===== src/rtl/ranger_pkg.sv =====
// ranger_pkg: shared state encoding and cycle-count derivations for the HC-SR04 ranger
package ranger_pkg;

  typedef enum logic [2:0] {
    S_IDLE,
    S_TRIG,
    S_WAIT_RISE,
    S_MEASURE,
    S_HOLDOFF
  } state_t;

  function automatic int us_to_cyc(input int us, input int hz);
    return int'((longint'(us) * longint'(hz)) / 64'sd1_000_000);
  endfunction

  function automatic int ms_to_cyc(input int ms, input int hz);
    return int'((longint'(ms) * longint'(hz)) / 64'sd1_000);
  endfunction

  // Sound round trip takes 58 us per centimetre of range
  function automatic int cm_to_cyc(input int hz);
    return us_to_cyc(58, hz);
  endfunction

  function automatic int sat_val(input int w);
    return (1 << w) - 1;
  endfunction

endpackage


===== src/rtl/echo_sync.sv =====
// echo_sync: 2-FF synchronizer for an asynchronous input with registered rise/fall pulses
module echo_sync (
  input  logic clk,
  input  logic reset_n,
  input  logic i_async,
  output logic o_rise,
  output logic o_fall
);

  logic [2:0] r_sh;
  logic       r_rise;
  logic       r_fall;

  // r_sh[1:0] is the metastability chain; r_sh[2] is the previous synced level
  always_ff @(posedge clk or negedge reset_n) begin
    if (!reset_n) begin
      r_sh   <= '0;
      r_rise <= 1'b0;
      r_fall <= 1'b0;
    end else begin
      r_sh   <= {r_sh[1:0], i_async};
      r_rise <= r_sh[1] & ~r_sh[2];
      r_fall <= ~r_sh[1] & r_sh[2];
    end
  end

  assign o_rise = r_rise;
  assign o_fall = r_fall;

endmodule


===== src/rtl/hcsr04_ranger.sv =====
// hcsr04_ranger: periodic HC-SR04 trigger, echo timing and centimetre conversion
module hcsr04_ranger
  import ranger_pkg::*;
#(
  parameter int CLK_HZ     = 50_000_000,
  parameter int TRIG_US    = 10,
  parameter int PERIOD_MS  = 60,
  parameter int TIMEOUT_US = 25_000,
  parameter int DIST_W     = 10
) (
  input  logic              clk,
  input  logic              reset_n,
  input  logic              enable,
  input  logic              echo,
  output logic              trig,
  output logic [DIST_W-1:0] readdata,
  output logic              valid,
  output logic              timeout,
  output logic              busy
);

  localparam int TRIG_CYC = us_to_cyc(TRIG_US, CLK_HZ);
  localparam int CM_CYC   = cm_to_cyc(CLK_HZ);
  localparam int TMO_CYC  = us_to_cyc(TIMEOUT_US, CLK_HZ);
  localparam int PER_CYC  = ms_to_cyc(PERIOD_MS, CLK_HZ);
  localparam int PER_W    = $clog2(PER_CYC + 1);
  localparam int SUB_W    = $clog2(CM_CYC);
  localparam logic [DIST_W-1:0] SAT = DIST_W'(sat_val(DIST_W));

  state_t            r_state;
  state_t            w_next;
  logic [PER_W-1:0]  r_per;
  logic [SUB_W-1:0]  r_sub;
  logic [DIST_W-1:0] r_cm;
  logic [DIST_W-1:0] r_data;
  logic              r_valid;
  logic              r_tmo;
  logic              r_trig;
  logic              w_rise;
  logic              w_fall;
  logic              w_tmo_hit;
  logic              w_wrap;
  logic              w_done;
  logic              w_to;
  logic [DIST_W-1:0] w_cm_nxt;

  echo_sync u_sync (
    .clk     (clk),
    .reset_n (reset_n),
    .i_async (echo),
    .o_rise  (w_rise),
    .o_fall  (w_fall)
  );

  assign w_tmo_hit = r_per >= PER_W'(TMO_CYC);
  assign w_wrap    = r_sub == SUB_W'(CM_CYC - 1);
  assign w_cm_nxt  = (w_wrap && r_cm != SAT) ? r_cm + DIST_W'(1) : r_cm;

  // Next-state logic; timeout wins over a coincident echo edge so MEASURE can never hang
  always_comb begin
    w_next = r_state;
    w_done = 1'b0;
    w_to   = 1'b0;
    case (r_state)
      S_IDLE:      if (enable) w_next = S_TRIG;
      S_TRIG:      if (r_per == PER_W'(TRIG_CYC - 1)) w_next = S_WAIT_RISE;
      S_WAIT_RISE: if (w_tmo_hit) begin
                     w_to   = 1'b1;
                     w_next = S_HOLDOFF;
                   end else if (w_rise) w_next = S_MEASURE;
      S_MEASURE:   if (w_tmo_hit) begin
                     w_to   = 1'b1;
                     w_next = S_HOLDOFF;
                   end else if (w_fall) begin
                     w_done = 1'b1;
                     w_next = S_HOLDOFF;
                   end
      // Leaving one count early: the IDLE cycle makes trigger spacing exactly PER_CYC
      S_HOLDOFF:   if (r_per >= PER_W'(PER_CYC - 2)) w_next = S_IDLE;
      default:     w_next = S_IDLE;
    endcase
  end

  // State register
  always_ff @(posedge clk or negedge reset_n) begin
    if (!reset_n) r_state <= S_IDLE;
    else          r_state <= w_next;
  end

  // Period counter: held at zero in IDLE so it starts from zero on the first TRIG cycle
  always_ff @(posedge clk or negedge reset_n) begin
    if (!reset_n)                r_per <= '0;
    else if (r_state == S_IDLE)  r_per <= '0;
    else                         r_per <= r_per + PER_W'(1);
  end

  // Echo width counters: cleared while waiting for the rising edge, saturating cm count
  always_ff @(posedge clk or negedge reset_n) begin
    if (!reset_n) begin
      r_sub <= '0;
      r_cm  <= '0;
    end else if (r_state == S_WAIT_RISE) begin
      r_sub <= '0;
      r_cm  <= '0;
    end else if (r_state == S_MEASURE) begin
      r_sub <= w_wrap ? '0 : r_sub + SUB_W'(1);
      r_cm  <= w_cm_nxt;
    end
  end

  // Result latch: the falling-edge cycle itself is counted, giving floor(width / CM_CYC)
  always_ff @(posedge clk or negedge reset_n) begin
    if (!reset_n) begin
      r_data  <= '0;
      r_tmo   <= 1'b0;
      r_valid <= 1'b0;
    end else begin
      r_valid <= w_done | w_to;
      if (w_done) begin
        r_data <= w_cm_nxt;
        r_tmo  <= 1'b0;
      end else if (w_to) begin
        r_data <= SAT;
        r_tmo  <= 1'b1;
      end
    end
  end

  // Registered trigger avoids decode glitches on the sensor pin
  always_ff @(posedge clk or negedge reset_n) begin
    if (!reset_n) r_trig <= 1'b0;
    else          r_trig <= w_next == S_TRIG;
  end

  assign trig     = r_trig;
  assign readdata = r_data;
  assign valid    = r_valid;
  assign timeout  = r_tmo;
  assign busy     = r_state != S_IDLE;

endmodule


===== config.mk =====
export PLATFORM = sky130hd
export DESIGN_NAME = hcsr04_ranger
export DESIGN_NICKNAME = d
export VERILOG_FILES = /design/src/rtl/ranger_pkg.sv /design/src/rtl/echo_sync.sv /design/src/rtl/hcsr04_ranger.sv
export SDC_FILE = /design/constraint.sdc
export NUM_CORES = 1
export LEC_CHECK = 0
export CORE_MARGIN = 2
export CORE_UTILIZATION = 50
export CTS_CLUSTER_SIZE = 24
export DETAILED_ROUTE_END_ITERATION = 8
export MAX_ROUTING_LAYER = met4
export PLACE_DENSITY = 0.68
export REMOVE_ABC_BUFFERS = 1
export SYNTH_ARGS = -nofsm -noshare
export SYNTH_HDL_FRONTEND = slang
export SYNTH_SLANG_ARGS = --single-unit
export TNS_END_PERCENT = 100

===== constraint.sdc =====
create_clock -name clk -period 3.52 [get_ports clk]
set_input_delay 0.352 -clock clk [delete_from_list [all_inputs] [get_ports clk]]
set_output_delay 0.352 -clock clk [all_outputs]
set_load 0.02 [all_outputs]

== After elaboration in Yosys (flattened, before gate mapping) ==
Index checks and enable logic that the tools add are counted.
Word-level totals
  register bits: 65
  input bits: 4
  output and inout port bits: 14
  word-level logic and storage cells: 59
Cells by class
  add/sub/neg operators: 3
  $lt $le $gt $ge: 2
  equality and inequality tests: 8
  muxes and demuxes: 24
  bitwise logic cells: 5
  reduce and logical (&&, ||, !) cells: 6
Operator list (number)
  $mux W10: 5
  $mux W12: 3
  $add A22 B1 Y22 const B: 1
  $eq A22 B9 Y1 const B: 1
  $ge A22 B21 Y1 const B: 1
  $ge A22 B22 Y1 const B: 1
  $mux W22: 1
  $mux W3: 7
  $pmux W3 S5: 1
  $add A12 B1 Y12 const B: 1
  $eq A12 B12 Y1 const B: 1
  $add A10 B1 Y10 const B: 1
  $ne A10 B10 Y1 const B: 1
  $mux W1: 7
  $eq A3 B1 Y1 const B: 2
  $eq A3 B2 Y1 const B: 2
  $reduce_bool A2 Y1: 2
  $eq A3 B3 Y1 const B: 1
  $logic_not A3 Y1: 1
  $reduce_bool A3 Y1: 1
  $and A1 B1 Y1: 2
  $not A1 Y1: 2
  $reduce_or A2 Y1: 1
  $logic_and A1 B1 Y1: 1
  $or A1 B1 Y1: 1

== Longest topological paths before layout ==
Gate-level depths: netlist of run 1.
  depth in word-level cells: 5
  gate-level depth with buffers: 8
  depth with buffers taken out: 6

== By module ==
Synthesis of run 1 repeated with hierarchy kept, for this count alone.
Unflattened totals
  cell total of the unflattened synthesis: 375
  area total of the unflattened synthesis: 3417.0 µm²
By module, submodules not included
  hcsr04_ranger: instances 1, cells each 368, area an instance 3276.9 µm², seq. area each 1501.4 µm²
  echo_sync: instances 1, cells each 7, area an instance 140.1 µm², seq. area each 125.1 µm²

== Worst setup path before layout of run 1 ==
OpenSTA, ideal clock, no wires.
  kind: flip-flop to flip-flop
  start: register r_sub[3]
  end: register r_cm[3]
  library setup time: 0.069 ns
  arrival time: 2.641 ns
  required time: 3.451 ns
  slack: 0.810 ns
  cell stages (with the launch flop): 7
  path buffers: 1
  period minus slack after synthesis: 2.710 ns
  path through: dfrtp_1 -> or4b_4 -> or4_4 -> buf_6 -> or4b_4 -> or4b_1 -> nand3_1
On the way
  cells in the longest elaborated chain, start to end: 5
RTL lines
  start: declaration: RTL line hcsr04_ranger.sv:33  | logic [SUB_W-1:0] r_sub;
  start signal: assignment: RTL line hcsr04_ranger.sv:106  | r_sub <= w_wrap ? '0 : r_sub + SUB_W'(1);
  $eq A12 B12 Y1: RTL line hcsr04_ranger.sv:56  | assign w_wrap = r_sub == SUB_W'(CM_CYC - 1);
  $logic_and A1 B1 Y1: RTL line hcsr04_ranger.sv:57  | assign w_cm_nxt = (w_wrap && r_cm != SAT) ? r_cm + DIST_W'(1) : r_cm;
  $mux W10: RTL line hcsr04_ranger.sv:57
  $mux W10: RTL line hcsr04_ranger.sv:105  | end else if (r_state == S_MEASURE) begin
  $mux W10: RTL line hcsr04_ranger.sv:102  | end else if (r_state == S_WAIT_RISE) begin
  end signal: assignment: RTL line hcsr04_ranger.sv:107  | r_cm <= w_cm_nxt;
  end: declaration: RTL line hcsr04_ranger.sv:34  | logic [DIST_W-1:0] r_cm;
Every way passes these cells. The select of a mux whose other input is x is not followed.
A chain may end at the register's enable or synchronous reset.

== Worst setup path after layout of run 1 ==
Ends and elaborated chain as after synthesis.

==> results of run 1 <==
==> final cells by class <==
class / count / area share
sequential: 65 / 0.420
multi-input combinational: 266 / 0.429
clock inverter: 3 / 0.0103
inverter: 19 / 0.0184
clock buffer: 12 / 0.0400
tap: 80 / 0.0258
timing repair buffer: 24 / 0.0568
==> through the flow <==
step,setup slack [ps],hold slack [ps],util,total power [W],cell area [µm²]
2_1_floorplan,875,56.4,-,0.000938,3360
3_3_place_gp,811,306,0.546,0.000979,3670
3_5_place_dp,797,305,0.546,0.000987,3670
4_1_cts,789,360,0.577,0.00164,3880
5_1_grt,704,361,0.577,0.00169,3880
6_report,786,354,0.577,0.00162,3880
==> report_power, final <==
part,internal [W],total (W),switching [W]
combinational,0.0000593,0.000127,0.0000680
sequential,0.000788,0.000847,0.0000592
clock,0.000360,0.000645,0.000285
total,0.00121,0.00162,0.000412
==> logic make-up (layout without fill, tap and decap cells) <==
| family | Yosys count | in the layout | synth area share |
|---|---|---|---|
| compound gates | 63 | 63 | 0.125 |
| xor+xnor | 27 | 27 | 0.0691 |
| fa+ha+maj | 4 | 4 | 0.0146 |
| buf+inv | 34 | 58 | 0.0399 |
| flops | 65 | 65 | 0.475 |
| mux | 4 | 4 | 0.0128 |
| simple gates | 168 | 168 | 0.263 |
==> routing by layer <==
layer,part of all wire,routed length (µm),GRT usage
met5,0,0,-
met3,0.037,257,0.0571
met1,0.47,3270,0.262
met4,0.021,145,0.0838
met2,0.48,3360,0.326
==> critical path, stage by stage, from the launching register on <==
cell and delay [ps]:
dfrtp_1 420, or4b_4 560, or4_4 560, or4b_4 580, or4b_1 470, nand3_1 90
==> synthesized netlist by cell type, types with 2 or more instances <==
| cell type | n |
|---|---|
| nand3_1 | 32 |
| nor2b_1 | 6 |
| o41ai_1 | 3 |
| or4b_4 | 2 |
| and3_1 | 7 |
| nor4_1 | 10 |
| dfrtp_1 | 65 |
| nand2b_1 | 4 |
| or4_1 | 3 |
| ha_1 | 4 |
| a21oi_1 | 4 |
| a2111oi_0 | 2 |
| xnor2_1 | 10 |
| o31ai_1 | 5 |
| or4b_2 | 3 |
| a21o_1 | 2 |
| a22o_1 | 5 |
| clkbuf_1 | 13 |
| or3_1 | 5 |
| inv_1 | 19 |
| a32oi_1 | 3 |
| mux2_2 | 3 |
| nor2_1 | 36 |
| xor2_1 | 17 |
| nand4b_1 | 3 |
| o21ai_0 | 22 |
| nand4_1 | 8 |
| and4_1 | 2 |
| nor3_1 | 9 |
| a22oi_1 | 7 |
| a31oi_1 | 2 |
| nand2_1 | 30 |
| or4b_1 | 2 |
==> worst paths after layout <==
check / startpoint / end / cells past startpoint / slack, ps
setup / recovery: r_sub[3] / r_cm[3] / 5 / 790
hold / removal: u_sync.r_sh[0] / u_sync.r_sh[1] / 0 / 350
setup reg to reg: r_sub[3] / r_cm[3] / 5 / 790
hold reg to reg: u_sync.r_sh[0] / u_sync.r_sh[1] / 0 / 350
max in group asynchronous: reset_n / r_per[19] / 3 / 2110
min in group asynchronous: reset_n / r_sub[8] / 2 / 460
==> cell usage in the layout (no fill, tap or decap), types with 2 or more instances in the layout <==
| cell type | instances |
|---|---|
| or4b_2 | 3 |
| clkdlybuf4s50_1 | 16 |
| nand2b_1 | 4 |
| a21oi_1 | 4 |
| a32oi_1 | 3 |
| o21ai_0 | 22 |
| a22o_1 | 5 |
| or4b_1 | 2 |
| and4_1 | 2 |
| nand4b_1 | 3 |
| a21o_1 | 2 |
| clkbuf_8 | 11 |
| nor4_1 | 10 |
| and3_1 | 7 |
| a2111oi_0 | 2 |
| nor3_1 | 8 |
| nand3_1 | 32 |
| clkinv_2 | 2 |
| nand4_1 | 8 |
| a31oi_1 | 2 |
| or3_1 | 5 |
| or4b_4 | 2 |
| dfrtp_1 | 65 |
| ha_1 | 4 |
| mux2_2 | 3 |
| xnor2_1 | 10 |
| nor2_1 | 36 |
| or4_1 | 3 |
| nand2_1 | 30 |
| o31ai_1 | 5 |
| buf_4 | 6 |
| a22oi_1 | 7 |
| o41ai_1 | 3 |
| xor2_1 | 17 |
| inv_1 | 19 |
| nor2b_1 | 6 |
==> sequential cells by signal, indices dropped and copies added (netlist names) <==
register and flops:
timeout 1, u_sync.o_rise 1, readdata 10, r_per 22, u_sync.o_fall 1, r_cm 10
r_sub 12, valid 1, trig 1, r_state 3, u_sync.r_sh 3
==> flow_summary_export.csv, run 1 <==
group,metric,value,unit
floorplanning,io_pins,18,
flow_run,cap_viol_max_count,0,
logic_synthesis,avgSynthCellArea,9.37,µm²
floorplanning,die_area,0.00752,mm²
logic_synthesis,synth_edf_count,0,
cts,cts_root_buf,"clkbuf_8",
floorplanning,start_util,0.509,
logic_synthesis,synthCells,365,
logic_synthesis,synth_flop_cell,"dfrtp_1",
logic_synthesis,synth_top_area_cell,"dfrtp_1",
placed_design,port_buffers,17,
critical_path,critPathMaxFanout,10,
critical_path,crit_path_start_kind,"register",
global_routing,track_usage,0.210,
sta,setup_viol,0,
cts,cts_tree,"done",
sta,tightest_slew,903,ps
final_layout,drive_gt1_frac,0.0900,
sta,finalCritPeriodShare,0.777,
cts,clk_latency,340,ps
floorplanning,rows,30,
detailed_routing,vias,2738,
power_and_ir_drop,cellLeakagePower,1.67,nW
final_layout,diodes,0,
sta,drv_slew,0,
global_routing,antenna_found_initial,0,
cts,clk_pin_slew,70,ps
critical_path,critical_path_class,"reg -> reg",
global_routing,grt_pass1_vias,2652,
logic_synthesis,synthDistinctLibCells,50,
sta,max_freq,366,MHz
cts,ctsHoldBuffers,1,
critical_path,arrival,3010,ps
final_layout,seq_area,0.00163,mm²
floorplanning,coreArea,0.00672,mm²
sta,setup-tns-final,0,ps
placed_design,dpl.cell_count,453,
final_layout,area_growth,13.3,%
floorplanning,die-height,86.7,µm
final_layout,fin_cells,469,
detailed_routing,drt-total-wl,7040,µm
floorplanning,die_x,86.7,µm
detailed_routing,drc,0,
sta,finalHoldViolCount,0,
global_routing,grt_pass1_wl,12200,µm
cts,cts_resized,0,
logic_synthesis,synthArstFlopShare,1.00,
logic_synthesis,seq_area_frac_synth,0.475,
logic_synthesis,netlist_area,0.00342,mm²
placed_design,place.gp.congestion,0.854,
detailed_routing,routedWlPerCell,15.0,µm
detailed_routing,initialDrtViolationCount,151,
status,status,"finished clean",
sta,maxSlewHeadroom,0.398,
power_and_ir_drop,power_density,418,mW/mm²
logic_synthesis,synth_top_area_frac,0.475,
logic_synthesis,ys_warn_count,0,
cts,post_cts_buffers,0,
cts,cts_max_path_buffers,2,
global_routing,grt_overflow,0,
cts,cts_made_buffers,9,
global_routing,grt_start_max_net_pins,49,
critical_path,required,3800,ps
final_layout,num-fill-cells,590,
sta,rsz0062_at_grt,"false",
detailed_routing,avgViaCountPerCell,5.84,
detailed_routing,first_pass_iters,4,
critical_path,crit_path_end_kind,"register",
logic_synthesis,ys_seq_elements,65,
hold_path,min_path_type,"reg -> reg",
sta,min_period,2730,ps
cts,cts.sinks,65,
power_and_ir_drop,ir_drop,0.202,mV
detailed_routing,ant_nets,0,
placed_design,dp_hpwl,4660,µm
final_layout,num-nets-final,393,
cts,htree_levels,3,
logic_synthesis,synthTopCellsByArea,"dfrtp_1 48%, nand3_1 4.7%, xor2_1 4.4%, nor2_1 4.0%, nand2_1 3.3%",
sta,finClkSkew,5.29,ps
final_layout,multi_input_area,0.00166,mm²
Power figures use the tool's default switching activity.
==> run 2, diff against run 1 <==
--- a/config.mk
+++ b/config.mk
@@ -10,7 +10,7 @@
 export CTS_CLUSTER_SIZE = 24
 export DETAILED_ROUTE_END_ITERATION = 8
 export MAX_ROUTING_LAYER = met4
-export PLACE_DENSITY = 0.68
+export PLACE_DENSITY = 0.71
 export REMOVE_ABC_BUFFERS = 1
 export SYNTH_ARGS = -nofsm -noshare
 export SYNTH_HDL_FRONTEND = slang
==> constraint.sdc (replaced) <==
create_clock -name clk -period 2.5 [get_ports clk]
set_input_delay 0.25 -clock clk [delete_from_list [all_inputs] [get_ports clk]]
set_output_delay 0.25 -clock clk [all_outputs]
set_load 0.02 [all_outputs]
==> flow_summary_export.csv, run 2 (synthesis results as in run 1) <==
group,metric,value,unit
status,status,"finished, violations left",
status,violations,"setup timing",
floorplanning,die_x,86.7,µm
sta,maxSlewHeadroom,0.539,
floorplanning,die-height,86.7,µm
placed_design,port_buffers,17,
sta,setup_viol,2,
sta,finalCritPeriodShare,1.04,
final_layout,mostFrequentLayoutCells,"65 x dfrtp_1, 36 x nor2_1, 32 x nand3_1",
critical_path,regToRegEndpoint,"r_cm[3]",
cts,cts_tree,"done",
sta,rsz0062_at_grt,"true",
global_routing,track_usage,0.221,
global_routing,met2_usage,0.365,
sta,fin_hold_ws,342,ps
sta,finalWorstSetupSlack,-88.8,ps
critical_path,critPathMaxFanout,2,
final_layout,largest_registers,"r_per x22, r_sub x12",
final_layout,num-fill-cells,573,
final_layout,area_growth,18.9,%
critical_path,critPathSlowestCell,"or4b_4",
detailed_routing,drc,0,
critical_path,rrSetupSlack,-90,ps
final_layout,largest_reg_flops,22,
sta,finalHoldViolCount,0,
final_layout,final_common_cell,"dfrtp_1",
floorplanning,rows,30,
sta,min_period,2590,ps
flow_run,cap_viol_max_count,0,
power_and_ir_drop,cellLeakagePower,1.77,nW
placed_design,place.gp.congestion,0.857,
global_routing,grt_start_max_net_pins,36,
cts,cts_max_path_buffers,2,
cts,clk_latency,340,ps
cts,htree_levels,3,
global_routing,use_met1,0.262,
sta,drv_slew,0,
detailed_routing,avgViaCountPerCell,5.92,
detailed_routing,ant_nets,0,
global_routing,busiest_layer,"met2",
final_layout,diodes,0,
floorplanning,die_area,0.00752,mm²
power_and_ir_drop,finalPower,0.00229,W
critical_path,arrival,2860,ps
critical_path,crit_path_end_kind,"register",
final_layout,num-nets-final,411,
sta,tightest_slew,692,ps
global_routing,grt_pass1_wl,12700,µm
global_routing,grt_pass1_vias,2750,
placed_design,dp_hpwl,5100,µm
critical_path,crit_start,"r_sub[3]",
detailed_routing,first_pass_iters,5,
global_routing,antenna_found_initial,0,
final_layout,drive_gt1_frac,0.142,
critical_path,worstPathCellList,"or4b_4, or4_4, or4b_4, or4b_1, nand3_1",
power_and_ir_drop,ir_drop,0.382,mV
detailed_routing,vias,2887,
detailed_routing,routedWlPerCell,15.3,µm
power_and_ir_drop,power_density,563,mW/mm²
cts,cts_made_buffers,9,
hold_path,hold_end,"u_sync.r_sh[0]",
sta,setup-tns-final,-138,ps
final_layout,regMostFlops,"r_per",
floorplanning,start_util,0.509,
sta,max_freq,386,MHz
critical_path,crit_path_start_kind,"register",
hold_path,hold_depth,1,
critical_path,crit_top_cell,"or4b_4",
detailed_routing,initialDrtViolationCount,136,
critical_path,worstReg2RegStart,"r_sub[3]",
sta,finClkSkew,6.14,ps
critical_path,required,2780,ps
detailed_routing,drt-total-wl,7450,µm
cts,cts.sinks,65,
hold_path,min_path_type,"in -> reg",
floorplanning,io_pins,18,
critical_path,reg2regPathDepth,5,
cts,clk_pin_slew,70,ps
critical_path,critical_path_class,"reg -> reg",
critical_path,critPathMaxStageDelay,550,ps
global_routing,grt_overflow,0,
global_routing,grt_use_met3,0.0657,
floorplanning,coreArea,0.00672,mm²
hold_path,hold_start,"echo",
cts,cts_root_buf,"clkbuf_8",
[run 2: how the worst max path moves through the flow]
stage / to / slack [ps] / cells after the start
6_report: r_cm[3] / -90 / 5
5_1_grt: r_cm[3] / -140 / 5
4_1_cts: r_cm[3] / -100 / 5
3_5_place_dp: r_cm[3] / -80 / 5
3_3_place_gp: r_cm[3] / -50 / 5
2_1_floorplan: r_cm[3] / -150 / 5
[run 2: cell type report]
class / instances / area [µm²] / area share
Tap cell: 80 / 100 / 0.0246
Clock buffer: 12 / 155 / 0.0382
Sequential cell: 65 / 1630 / 0.400
Inverter: 19 / 71.3 / 0.0175
Timing Repair Buffer: 42 / 372 / 0.0914
Clock inverter: 4 / 51.3 / 0.0126
Multi-Input combinational cell: 266 / 1690 / 0.416
[run 2: metrics by stage]
stage / util / worst slack [ps] / std cells / instance area (µm²)
final: 0.605 / -88.8 / 488 / 4070
after global routing: 0.605 / -143 / 488 / 4070
after CTS: 0.601 / -96.6 / 487 / 4040
after detailed placement: 0.567 / -80.3 / 470 / 3810
after global placement: 0.567 / -52.0 / 470 / 3810
after floorplan: - / -145 / 350 / 3360
[run 2: repair_timing]
item / CTS / global route
hold buffers: 1 / 0
endpoints found under the hold margin: 30 / 0
buffers inserted: 0 / 1
endpoints found under the setup margin: 6 / 10
resized for setup: 3 / 4
pin swaps: 1 / 3
[run 2: power breakdown]
group          leakage (nW)  switching [W]  internal [W]
logic                 0.793      0.0000952     0.0000852
clock network         0.103       0.000402      0.000515
registers             0.875      0.0000825       0.00111
[run 2: critical path, delay by kind of cell, from the launching register on]
family	cells	cell delay [ps]
flip-flops	1	380
AND/OR/NAND/NOR	5	2140
[run 2: routing by layer]
layer,vias up,wire [µm]
li1,1392,-
met1,1412,3250
met2,76,3830
met3,7,309
met4,0,56
met5,-,0
